$ cat src/rtl/fu_issue_stage_if.sv
// Handshake and operand bus between upstream, the issue stage and the FU.
interface fu_issue_stage_if #(
  parameter int TAG_W = 4
);
  // upstream -> stage
  logic             in_valid;
  logic             in_ready;
  logic [31:0]      in_a;
  logic [31:0]      in_b;
  logic [31:0]      in_c;
  logic [4:0]       in_inst;
  logic [TAG_W-1:0] in_tag;
  logic             flush;
  // stage -> FU / result tracking
  logic [31:0]      fu_a;
  logic [31:0]      fu_b;
  logic [31:0]      fu_c;
  logic [4:0]       fu_inst;
  logic             res_valid;
  logic [TAG_W-1:0] res_tag;
  logic             busy;

  modport master (
    output in_valid, in_a, in_b, in_c, in_inst, in_tag, flush,
    input  in_ready, fu_a, fu_b, fu_c, fu_inst, res_valid, res_tag, busy
  );

  modport slave (
    input  in_valid, in_a, in_b, in_c, in_inst, in_tag, flush,
    output in_ready, fu_a, fu_b, fu_c, fu_inst, res_valid, res_tag, busy
  );
endinterface

$ cat src/rtl/fu_issue_stage.sv
// Operand issue stage: small FIFO feeding registered FU operand lines, with
// MADD operands held for the multiplier latency and a result-valid/tag strobe.
module fu_issue_stage #(
  parameter int DEPTH    = 4,
  parameter int MADD_LAT = 2,
  parameter int TAG_W    = 4
) (
  input  logic                 i_clk,
  input  logic                 i_rst,
  fu_issue_stage_if.slave      io_bus
);
  localparam int PW = (DEPTH > 1) ? $clog2(DEPTH) : 1;
  localparam int CW = PW + 1;
  localparam int HW = (MADD_LAT > 0) ? $clog2(MADD_LAT + 1) : 1;

  typedef struct packed {
    logic [31:0]      a;
    logic [31:0]      b;
    logic [31:0]      c;
    logic [4:0]       inst;
    logic [TAG_W-1:0] tag;
  } op_t;

  typedef enum logic [1:0] {S_IDLE, S_PRESENT, S_MADD_HOLD} state_t;

  op_t              r_mem [DEPTH];
  logic [PW-1:0]    r_wptr;
  logic [PW-1:0]    r_rptr;
  logic [CW-1:0]    r_count;
  state_t           r_state;
  logic [HW-1:0]    r_hold;      // edges left before the MADD result cycle
  logic [TAG_W-1:0] r_cur_tag;   // tag of the MADD being held
  logic [31:0]      r_fu_a;
  logic [31:0]      r_fu_b;
  logic [31:0]      r_fu_c;
  logic [4:0]       r_fu_inst;
  logic             r_res_valid;
  logic [TAG_W-1:0] r_res_tag;

  logic w_full, w_empty, w_push, w_pop, w_slot_free, w_head_madd;
  op_t  w_in, w_head;

  assign w_full      = (r_count == CW'(DEPTH));
  assign w_empty     = (r_count == '0);
  assign w_push      = io_bus.in_valid & ~w_full;
  // The FU slot frees up every edge except while a MADD is still counting down.
  assign w_slot_free = (r_state != S_MADD_HOLD) || (r_hold == '0);
  assign w_pop       = ~w_empty & w_slot_free;
  assign w_in        = '{a: io_bus.in_a, b: io_bus.in_b, c: io_bus.in_c,
                         inst: io_bus.in_inst, tag: io_bus.in_tag};
  assign w_head      = r_mem[r_rptr];
  assign w_head_madd = (w_head.inst[4:3] == 2'b11);

  // FIFO storage; contents need no reset since the pointers gate them
  always_ff @(posedge i_clk) begin
    if (w_push && !i_rst && !io_bus.flush) r_mem[r_wptr] <= w_in;
  end

  // Pointers and occupancy; pointers wrap naturally since DEPTH is a power of two
  always_ff @(posedge i_clk) begin
    if (i_rst || io_bus.flush) begin
      r_wptr  <= '0;
      r_rptr  <= '0;
      r_count <= '0;
    end else begin
      if (w_push) r_wptr <= r_wptr + PW'(1);
      if (w_pop)  r_rptr <= r_rptr + PW'(1);
      r_count <= r_count + CW'(w_push) - CW'(w_pop);
    end
  end

  // Issue FSM driving the registered FU operands and result strobe
  always_ff @(posedge i_clk) begin
    if (i_rst) begin
      r_state     <= S_IDLE;
      r_hold      <= '0;
      r_cur_tag   <= '0;
      r_fu_a      <= '0;
      r_fu_b      <= '0;
      r_fu_c      <= '0;
      r_fu_inst   <= '0;
      r_res_valid <= 1'b0;
      r_res_tag   <= '0;
    end else if (io_bus.flush) begin
      r_state     <= S_IDLE;
      r_hold      <= '0;
      r_fu_inst   <= '0;
      r_res_valid <= 1'b0;
    end else begin
      r_res_valid <= 1'b0;
      if (r_state == S_MADD_HOLD && r_hold != '0) begin
        // operands stay put; strobe the result on the last held cycle
        r_hold <= r_hold - HW'(1);
        if (r_hold == HW'(1)) begin
          r_res_valid <= 1'b1;
          r_res_tag   <= r_cur_tag;
        end
      end else if (w_pop) begin
        r_fu_a    <= w_head.a;
        r_fu_b    <= w_head.b;
        r_fu_c    <= w_head.c;
        r_cur_tag <= w_head.tag;
        if (w_head_madd) begin
          // bit 2 keeps the multiplier's gated clock running while held
          r_fu_inst <= w_head.inst | 5'b00100;
          r_hold    <= HW'(MADD_LAT);
          r_state   <= S_MADD_HOLD;
        end else begin
          r_fu_inst   <= w_head.inst;
          r_res_valid <= 1'b1;
          r_res_tag   <= w_head.tag;
          r_state     <= S_PRESENT;
        end
      end else begin
        r_fu_inst <= '0;
        r_state   <= S_IDLE;
      end
    end
  end

  assign io_bus.in_ready  = ~w_full;
  assign io_bus.busy      = ~w_empty | (r_state != S_IDLE);
  assign io_bus.fu_a      = r_fu_a;
  assign io_bus.fu_b      = r_fu_b;
  assign io_bus.fu_c      = r_fu_c;
  assign io_bus.fu_inst   = r_fu_inst;
  assign io_bus.res_valid = r_res_valid;
  assign io_bus.res_tag   = r_res_tag;
endmodule
$ cat src/flat_wrapper.sv
// flat-port wrapper written by rule: the top's interface ports become plain ports
module fu_issue_stage_flat 
#(
  parameter int DEPTH    = 4,
  parameter int MADD_LAT = 2,
  parameter int TAG_W    = 4
)
  (i_clk, i_rst, io_bus_in_valid, io_bus_in_a, io_bus_in_b, io_bus_in_c, io_bus_in_inst, io_bus_in_tag, io_bus_flush, io_bus_in_ready, io_bus_fu_a, io_bus_fu_b, io_bus_fu_c, io_bus_fu_inst, io_bus_res_valid, io_bus_res_tag, io_bus_busy);
  fu_issue_stage_if #(.TAG_W(TAG_W)) io_bus_i ();
  input  logic i_clk;
  input  logic i_rst;
  input wire logic [$bits(io_bus_i.in_valid)-1:0] io_bus_in_valid;
  input wire logic [$bits(io_bus_i.in_a)-1:0] io_bus_in_a;
  input wire logic [$bits(io_bus_i.in_b)-1:0] io_bus_in_b;
  input wire logic [$bits(io_bus_i.in_c)-1:0] io_bus_in_c;
  input wire logic [$bits(io_bus_i.in_inst)-1:0] io_bus_in_inst;
  input wire logic [$bits(io_bus_i.in_tag)-1:0] io_bus_in_tag;
  input wire logic [$bits(io_bus_i.flush)-1:0] io_bus_flush;
  output wire logic [$bits(io_bus_i.in_ready)-1:0] io_bus_in_ready;
  output wire logic [$bits(io_bus_i.fu_a)-1:0] io_bus_fu_a;
  output wire logic [$bits(io_bus_i.fu_b)-1:0] io_bus_fu_b;
  output wire logic [$bits(io_bus_i.fu_c)-1:0] io_bus_fu_c;
  output wire logic [$bits(io_bus_i.fu_inst)-1:0] io_bus_fu_inst;
  output wire logic [$bits(io_bus_i.res_valid)-1:0] io_bus_res_valid;
  output wire logic [$bits(io_bus_i.res_tag)-1:0] io_bus_res_tag;
  output wire logic [$bits(io_bus_i.busy)-1:0] io_bus_busy;
  assign io_bus_i.in_valid = io_bus_in_valid;
  assign io_bus_i.in_a = io_bus_in_a;
  assign io_bus_i.in_b = io_bus_in_b;
  assign io_bus_i.in_c = io_bus_in_c;
  assign io_bus_i.in_inst = io_bus_in_inst;
  assign io_bus_i.in_tag = io_bus_in_tag;
  assign io_bus_i.flush = io_bus_flush;
  assign io_bus_in_ready = io_bus_i.in_ready;
  assign io_bus_fu_a = io_bus_i.fu_a;
  assign io_bus_fu_b = io_bus_i.fu_b;
  assign io_bus_fu_c = io_bus_i.fu_c;
  assign io_bus_fu_inst = io_bus_i.fu_inst;
  assign io_bus_res_valid = io_bus_i.res_valid;
  assign io_bus_res_tag = io_bus_i.res_tag;
  assign io_bus_busy = io_bus_i.busy;
  fu_issue_stage #(.DEPTH(DEPTH), .MADD_LAT(MADD_LAT), .TAG_W(TAG_W)) u_core (.i_clk(i_clk), .i_rst(i_rst), .io_bus(io_bus_i));
endmodule
$ cat config.mk
export PLATFORM = sky130hd
export DESIGN_NAME = fu_issue_stage_flat
export DESIGN_NICKNAME = d
export VERILOG_FILES = /design/src/rtl/fu_issue_stage_if.sv /design/src/rtl/fu_issue_stage.sv /design/src/flat_wrapper.sv
export SDC_FILE = /design/constraint.sdc
export NUM_CORES = 1
export LEC_CHECK = 0
export ABC_AREA = 1
export BUFFER_PORTS_ARGS = -buffer_cell sky130_fd_sc_hd__buf_2
export CAP_MARGIN = 20
export CORE_ASPECT_RATIO = 0.7
export CORE_UTILIZATION = 42
export CTS_CLUSTER_DIAMETER = 80
export DETAILED_ROUTE_END_ITERATION = 8
export GPL_TIMING_DRIVEN = 0
export PLACE_DENSITY_LB_ADDON = 0.25
export SLEW_MARGIN = 10
export SYNTH_ARGS = -nofsm -noshare
export SYNTH_HDL_FRONTEND = slang
export SYNTH_SLANG_ARGS = --single-unit
$ cat constraint.sdc
create_clock -name i_clk -period 6.3 [get_ports i_clk]
set_input_delay 0.315 -clock i_clk [delete_from_list [all_inputs] [get_ports i_clk]]
set_output_delay 0.315 -clock i_clk [all_outputs]
set_load 0.02 [all_outputs]
==> results.ini, run 1 <==
[final_layout]
stdcell_area_sq_um=25300
n_antenna_cell=0
drive_gt1_share_pct=20.7
synthToLayoutAreaGrowth_pct=25.3
nNetsFinal=2134
fill_cells=4000

[logic_synthesis]
synth.area.top_cells=edfxtp_1 (62%), dfxtp_1 (12%), nand2_1 (4.7%)
synth_xor_xnor_area_share_pct=0.0867
synth_edf_count=420
syn_nets=1740
postSynthAreaPerCell_sq_um=12.5
synth-main-ff-cell=edfxtp_1
syn-instance-count=1622
synth.most_common_cell=edfxtp_1
yosysSeqAreaShare_pct=74.6
synth-compound-area-share_pct=11.7
async_flop_share_pct=0
synth_warnings=0
ys_ff_latch=543
muxShareOfSynthArea_pct=0
yosys.area_share.simple_pct=9.66
synth_top_area_cell=edfxtp_1
netlist_area_sq_um=20200
synth_cell_types=27
synth_common_cells=edfxtp_1 (420), nand2_1 (254), nor2_1 (217)
synth_adder_area_share_pct=0.594
synth_top_family_by_area=compound AO/OA/AOI/OAI gates
synth_top_area_share_pct=62.4

[timing]
final-hold-violation-count=0
setup_viol=0
timing.fmax_mhz=361
worstMarginPinSlew_ps=829
drv_slew=0
rsz0062_at_grt=no
post-route-period-util_pct=43.9
hold_slack_ps=149
relSlewSlack_pct=44.7
layout_min_cycle_time_ps=2770
finalClockSkew_ps=21.0
tns_ps=0

[power]
ir_drop_uv=199
p_leak_nw=9.23
power.total_mw=9.38
cellPowerDensity_nw_per_um2=370

[floorplanning]
placementRows=66
die_width_um=264
num_io_pins=217
fp.dieArea_sq_um=49000
fp.dieH_um=186
core_sq_um=47000
initial_core_util_pct=43.0

[hold_path]
hold_path.class=input port to flop

[setup_path]
cp_slowest_stage_delay_ps=650
end_kind=flop
cp_slowest_cell=nor2_4
cpMostUsedCell=buf_12
start_kind=flop
cp.arrival_ps=3040
worst-endpoint-required_ps=6570
worstPathCellList=inv_1, nand3_1, nand2_1, inv_1, nand2_1, nor2_4, buf_12, buf_12, buf_12
worstPathMaxFanout=25
crit_type=flop to flop

[placed_design]
dpl.hpwl_mm=32.9
post_dp_cell_area_sq_um=22500
routabilityCongestion=0.741
port_buffers=215

[clock_tree]
clockRootBuffer=clkbuf_16
hold_buffers=105
cts_resized=0
clock_sinks=543
htree_levels=2
clk_pin_slew_ps=60
clk_latency_ps=590
cts_buffers=53
clockBufferDepth=3
cts_tree=yes
cts_setup_buffers=0

[drt]
drtAntennaViolNets=0
wl_per_cell_um=19.2
wl_met3_mm=3.16
wl_met2_mm=24.1
vias=13700
drtIter0Drc=1207
wl_met1_mm=23.1
drc=0
via_per_inst=5.14
top_layer_used=met4
wirelength_mm=51.4
firstDrtPassIters=5

[grt]
grt_pass1_vias=13300
grt_overflow_total=0
grt_max_degree=26
grt.total_usage_pct=21.0
grt_pass1_wl_mm=78.3
antenna_found_initial=0

[run]
drv.max_cap_violation_count=0

[outcome]
status=finished clean

-- placed cells by master (no fill, tap or decap), types with 12 or more instances in the layout --
| cell | count |
|---|---|
| a21oi_1 | 82 |
| a21oi_2 | 33 |
| buf_12 | 12 |
| buf_2 | 259 |
| clkbuf_1 | 54 |
| clkbuf_16 | 55 |
| clkinv_2 | 15 |
| dfxtp_1 | 123 |
| dlygate4sd3_1 | 105 |
| edfxtp_1 | 420 |
| inv_1 | 35 |
| nand2_1 | 254 |
| nand3_1 | 26 |
| nor2_1 | 213 |
| o21ai_0 | 176 |
| o21ai_1 | 31 |
| o22ai_1 | 97 |
-- path summary, 6_finish.rpt --
path / slack (ps) / start / to / cells after the start
hold reg to reg: 460 / u_core.io_bus.fu_b[3] / u_core.io_bus.fu_b[3] / 2
setup reg to reg: 3530 / u_core.r_count[1] / u_core.r_mem[0][21] / 9
hold / removal: 150 / io_bus_in_valid / u_core.r_wptr[0] / 3
setup / recovery: 3530 / u_core.r_count[1] / u_core.r_mem[0][21] / 9
-- per-stage QoR --
stage | setup WS (ps) | cells | util [%]
5_1_grt | 3340 | 2673 | 53.9
3_3_place_gp | -3980 | 2449 | 46.9
3_5_place_dp | 3000 | 2468 | 47.9
2_1_floorplan | 403 | 1622 | -
6_report | 3530 | 2673 | 53.9
4_1_cts | 3460 | 2673 | 53.9
-- layout make-up --
cell class                 count  area, sq um  share of cell area (%)
sequential                   543        15100                    59.5
multi-input combinational    935         4480                    17.7
timing repair buffer         339         2560                    10.1
clock buffer                  72         1490                    5.89
tap                          612          766                    3.02
buffer                       104          532                    2.10
clock inverter                28          265                    1.05
inverter                      40          153                   0.603
-- worst max-delay path, delay by kind of cell, from the launching register on --
kind	cells	cell delay, ps
DFF	1	360
buffers and inverters	5	890
and+or+nand+nor	4	1180
-- flip-flops by register name, indices dropped and copies added, names as in the netlist, named ones only --
name / count
u_core.r_cur_tag: 4
u_core.io_bus.fu_a: 32
u_core.r_hold: 2
u_core.io_bus.fu_c: 32
u_core.io_bus.res_valid: 1
u_core.r_mem: 420
u_core.r_state: 2
u_core.io_bus.res_tag: 4
u_core.r_count: 3
u_core.r_rptr: 2
u_core.io_bus.fu_inst: 5
u_core.io_bus.fu_b: 32
u_core.r_wptr: 2
-- power by group --
| group | internal [mW] | switching (mW) |
|---|---|---|
| Combinational | 0.636 | 1.33 |
| Clock | 1.86 | 1.32 |
| Sequential | 4.11 | 0.113 |
-- layer usage --
layer	up-vias	global-route usage, %
met3	71	3.43
met4	0	5.67
met1	6659	29.8
li1	6595	-
met2	418	33.5
met5	-	0
-- kinds of logic after synthesis --
group,count (synthesis)
fa+ha+maj,9
flops,543
simple gates,503
xor+xnor,2
buf+inv,144
compound gates,421
(Power assumes the default switching activity.)
==> run 2: changes to the inputs <==
clock period = 2.79 ns   (was 6.3 ns; I/O delays follow)
==> run 2 against run 1 <==
Effect of this change: sequential share of layout area down 0.41 points; register-to-register slack worse by 3200 ps; final area up 0.70%; sequential power up 130%.
==> results.ini, run 2 (same netlist as run 1, synthesis figures left out) <==
[outcome]
status=finished clean  ; unchanged

[setup_path]
worstPathMaxFanout=10  ; was 25
worstPathCellList=inv_1, ha_1, inv_1, nand2_4, nand2_1, inv_2, buf_2, ha_1, inv_1, ha_1, fa_1, xnor2_1, nor2_1  ; was inv_1, nand3_1, nand2_1, inv_1, nand2_1, nor2_4, buf_12, buf_12, buf_12
start_kind=flop  ; unchanged
cp.arrival_ps=2880  ; was 3040 ps
end_kind=flop  ; unchanged
worst-endpoint-required_ps=3240  ; was 6570 ps
r2r_slack_ps=360  ; was 3530 ps
crit_type=flop to flop  ; unchanged
reg2reg_to=u_core.r_count[2]  ; was u_core.r_mem[0][21]
r2r_start=u_core.r_hold[0]  ; was u_core.r_count[1]
reg2reg_depth=13  ; was 9
crit_family=adder cells  ; was simple AND/OR/NAND/NOR gates
cp_slowest_cell=fa_1  ; was nor2_4
cp_slowest_stage_delay_ps=400  ; was 650 ps
critPathBufInv=5  ; unchanged

[drt]
via_per_inst=5.14  ; about the same
wirelength_mm=52.1  ; was 51.4 mm
drc=0  ; unchanged
wl_per_cell_um=19.4  ; was 19.2 um
drtIter0Drc=1041  ; was 1207
drtAntennaViolNets=0  ; unchanged
vias=13800  ; was 13.7k
firstDrtPassIters=5  ; unchanged

[floorplanning]
fp.dieH_um=186  ; unchanged
placementRows=66  ; unchanged
initial_core_util_pct=43.0  ; unchanged
die_width_um=264  ; unchanged
fp.dieArea_sq_um=49000  ; unchanged
num_io_pins=217  ; unchanged
core_sq_um=47000  ; unchanged

[hold_path]
hold_start=i_rst  ; was io_bus_in_valid
hold_end=u_core.io_bus.res_tag[3]  ; was u_core.r_wptr[0]
hold_path.class=input port to flop  ; unchanged
whs_path_depth=4  ; was 3

[grt]
antenna_found_initial=3  ; was 0
grt.total_usage_pct=21.0  ; about the same
grt_overflow_total=0  ; unchanged
grt_pass1_wl_mm=78.3  ; about the same
grt_pass1_vias=13300  ; about the same
grt_max_degree=26  ; unchanged

[power]
p_leak_nw=9.29  ; was 9.23 nW
cellPowerDensity_nw_per_um2=839  ; was 370 nW/um^2
ir_drop_uv=448  ; was 199 uV

[placed_design]
post_dp_cell_area_sq_um=22600  ; was 22500 sq um
port_buffers=215  ; unchanged
routabilityCongestion=0.782  ; was 0.741
dp_cells=2470  ; was 2468
dp_worst_setup_slack_ps=240  ; was 3000 ps
dpl.hpwl_mm=33.1  ; was 32.9 mm

[run]
drv.max_cap_violation_count=0  ; unchanged

[final_layout]
largest_register_ff_count=420  ; unchanged
synthToLayoutAreaGrowth_pct=26.2  ; was 25.3%
drive_gt1_share_pct=21.0  ; was 20.7%
layout.cells.most_common_list=edfxtp_1 (420), buf_2 (259), nand2_1 (252)  ; was edfxtp_1 (420), buf_2 (259), nand2_1 (254)
top_register=u_core.r_mem  ; unchanged
stdcell_area_sq_um=25500  ; was 25300 sq um
fin_cells=2680  ; was 2673
fill_cells=3922  ; was 4000
layout.cells.most_common=edfxtp_1  ; unchanged
nNetsFinal=2138  ; was 2134

[timing]
timing.fmax_mhz=412  ; was 361 MHz
final-hold-violation-count=0  ; unchanged
setup_viol=0  ; unchanged
rsz0062_at_grt=no  ; unchanged
fin_ws_ps=360  ; was 3530 ps
post-route-period-util_pct=87.1  ; was 43.9%
drv_slew=0  ; unchanged
finalClockSkew_ps=26.3  ; was 21.0 ps
worstMarginPinSlew_ps=852  ; was 829 ps
layout_min_cycle_time_ps=2430  ; was 2770 ps
relSlewSlack_pct=43.2  ; was 44.7%

[clock_tree]
clk_latency_ps=590  ; about the same
clk_pin_slew_ps=60  ; about the same
htree_levels=2  ; unchanged
clockRootBuffer=clkbuf_16  ; unchanged
clock_sinks=543  ; unchanged
cts_buffers=52  ; was 53
cts_setup_buffers=0  ; unchanged
clockBufferDepth=3  ; unchanged
cts_tree=yes  ; unchanged

==> run 2: cell count changes in the layout (fill, tap and decap cells not counted), moves of 2 or more <==
cell	change
clkbuf_16	-2
clkinv_2	-5
buf_12	-3
diode_2	+4
dlygate4sd3_1	+3
inv_2	+2
inv_6	+3
clkinvlp_4	+2
nand2_1	-2
inv_1	-2
bufinv_16	+3
buf_16	+5
clkinv_1	-5
clkbuf_1	+3
==> run 2: area by class of cell <==
cell class / count / area (sq um) / area share [%]
Sequential cell: 543 / 15100 / 59.1
Tap cell: 612 / 766 / 3.00
Clock buffer: 72 / 1440 / 5.64
Timing Repair Buffer: 344 / 2670 / 10.5
Clock inverter: 26 / 353 / 1.38
Antenna cell: 4 / 10.0 / 0.0393
Multi-Input combinational cell: 935 / 4500 / 17.7
Inverter: 40 / 153 / 0.599
Buffer: 104 / 532 / 2.09
==> run 2: metal layers <==
metal | vias up | GRT usage [%] | routed length [um]
li1 | 6583 | - | -
met1 | 6709 | 29.5 | 23500
met2 | 420 | 34.1 | 24600
met3 | 64 | 3.78 | 3070
met4 | 0 | 4.88 | 857
met5 | - | 0 | 0
==> run 2: worst register-to-register path: cells and delay by family (launching register included) <==
kind	cells	cell delay [ps]
xor+xnor	1	170
fa+ha+maj	4	1070
buf+inv	5	430
flops	1	370
simple gates	3	250
==> run 2: report_power, final <==
group          internal [mW]  leakage (nW)  total, mW  switching [mW]
combinational           1.45          3.62       4.47            3.02
clock                   4.36         0.876       7.37            3.01
sequential              9.28          4.79       9.55           0.264
total                   15.1          9.29       21.4            6.30
==> run 2: metrics by stage <==
step	total power, mW	util (%)	TNS, ps	hold WS, ps
final	21.4	54.3	0	274
after global routing	22.3	54.3	0	294
after CTS	21.6	54.2	0	277
after detailed placement	14.1	48.1	0	357
after global placement	14.0	47.0	-668440	352
after floorplan	12.4	-	0	238
==> run 2: worst max-delay path by stage <==
stage	from	endpoint	slack, ps	depth (start not counted)
after floorplan	u_core.r_count[1]	u_core.r_mem[0][0]	10	6
after global placement	i_rst	u_core.r_mem[0][76]	-1650	4
after detailed placement	i_rst	u_core.r_mem[3][75]	240	7
after CTS	u_core.r_hold[0]	u_core.r_count[2]	340	13
after global routing	u_core.r_hold[0]	u_core.r_count[2]	220	13
final	u_core.r_hold[0]	u_core.r_count[2]	360	13
==> run 2: timing repair <==
action                                  in CTS  in global routing
endpoints found under the hold margin      428                  0
hold buffers                               108                  0
gates resized for setup                      0                  0
endpoints found under the setup margin       0                  0
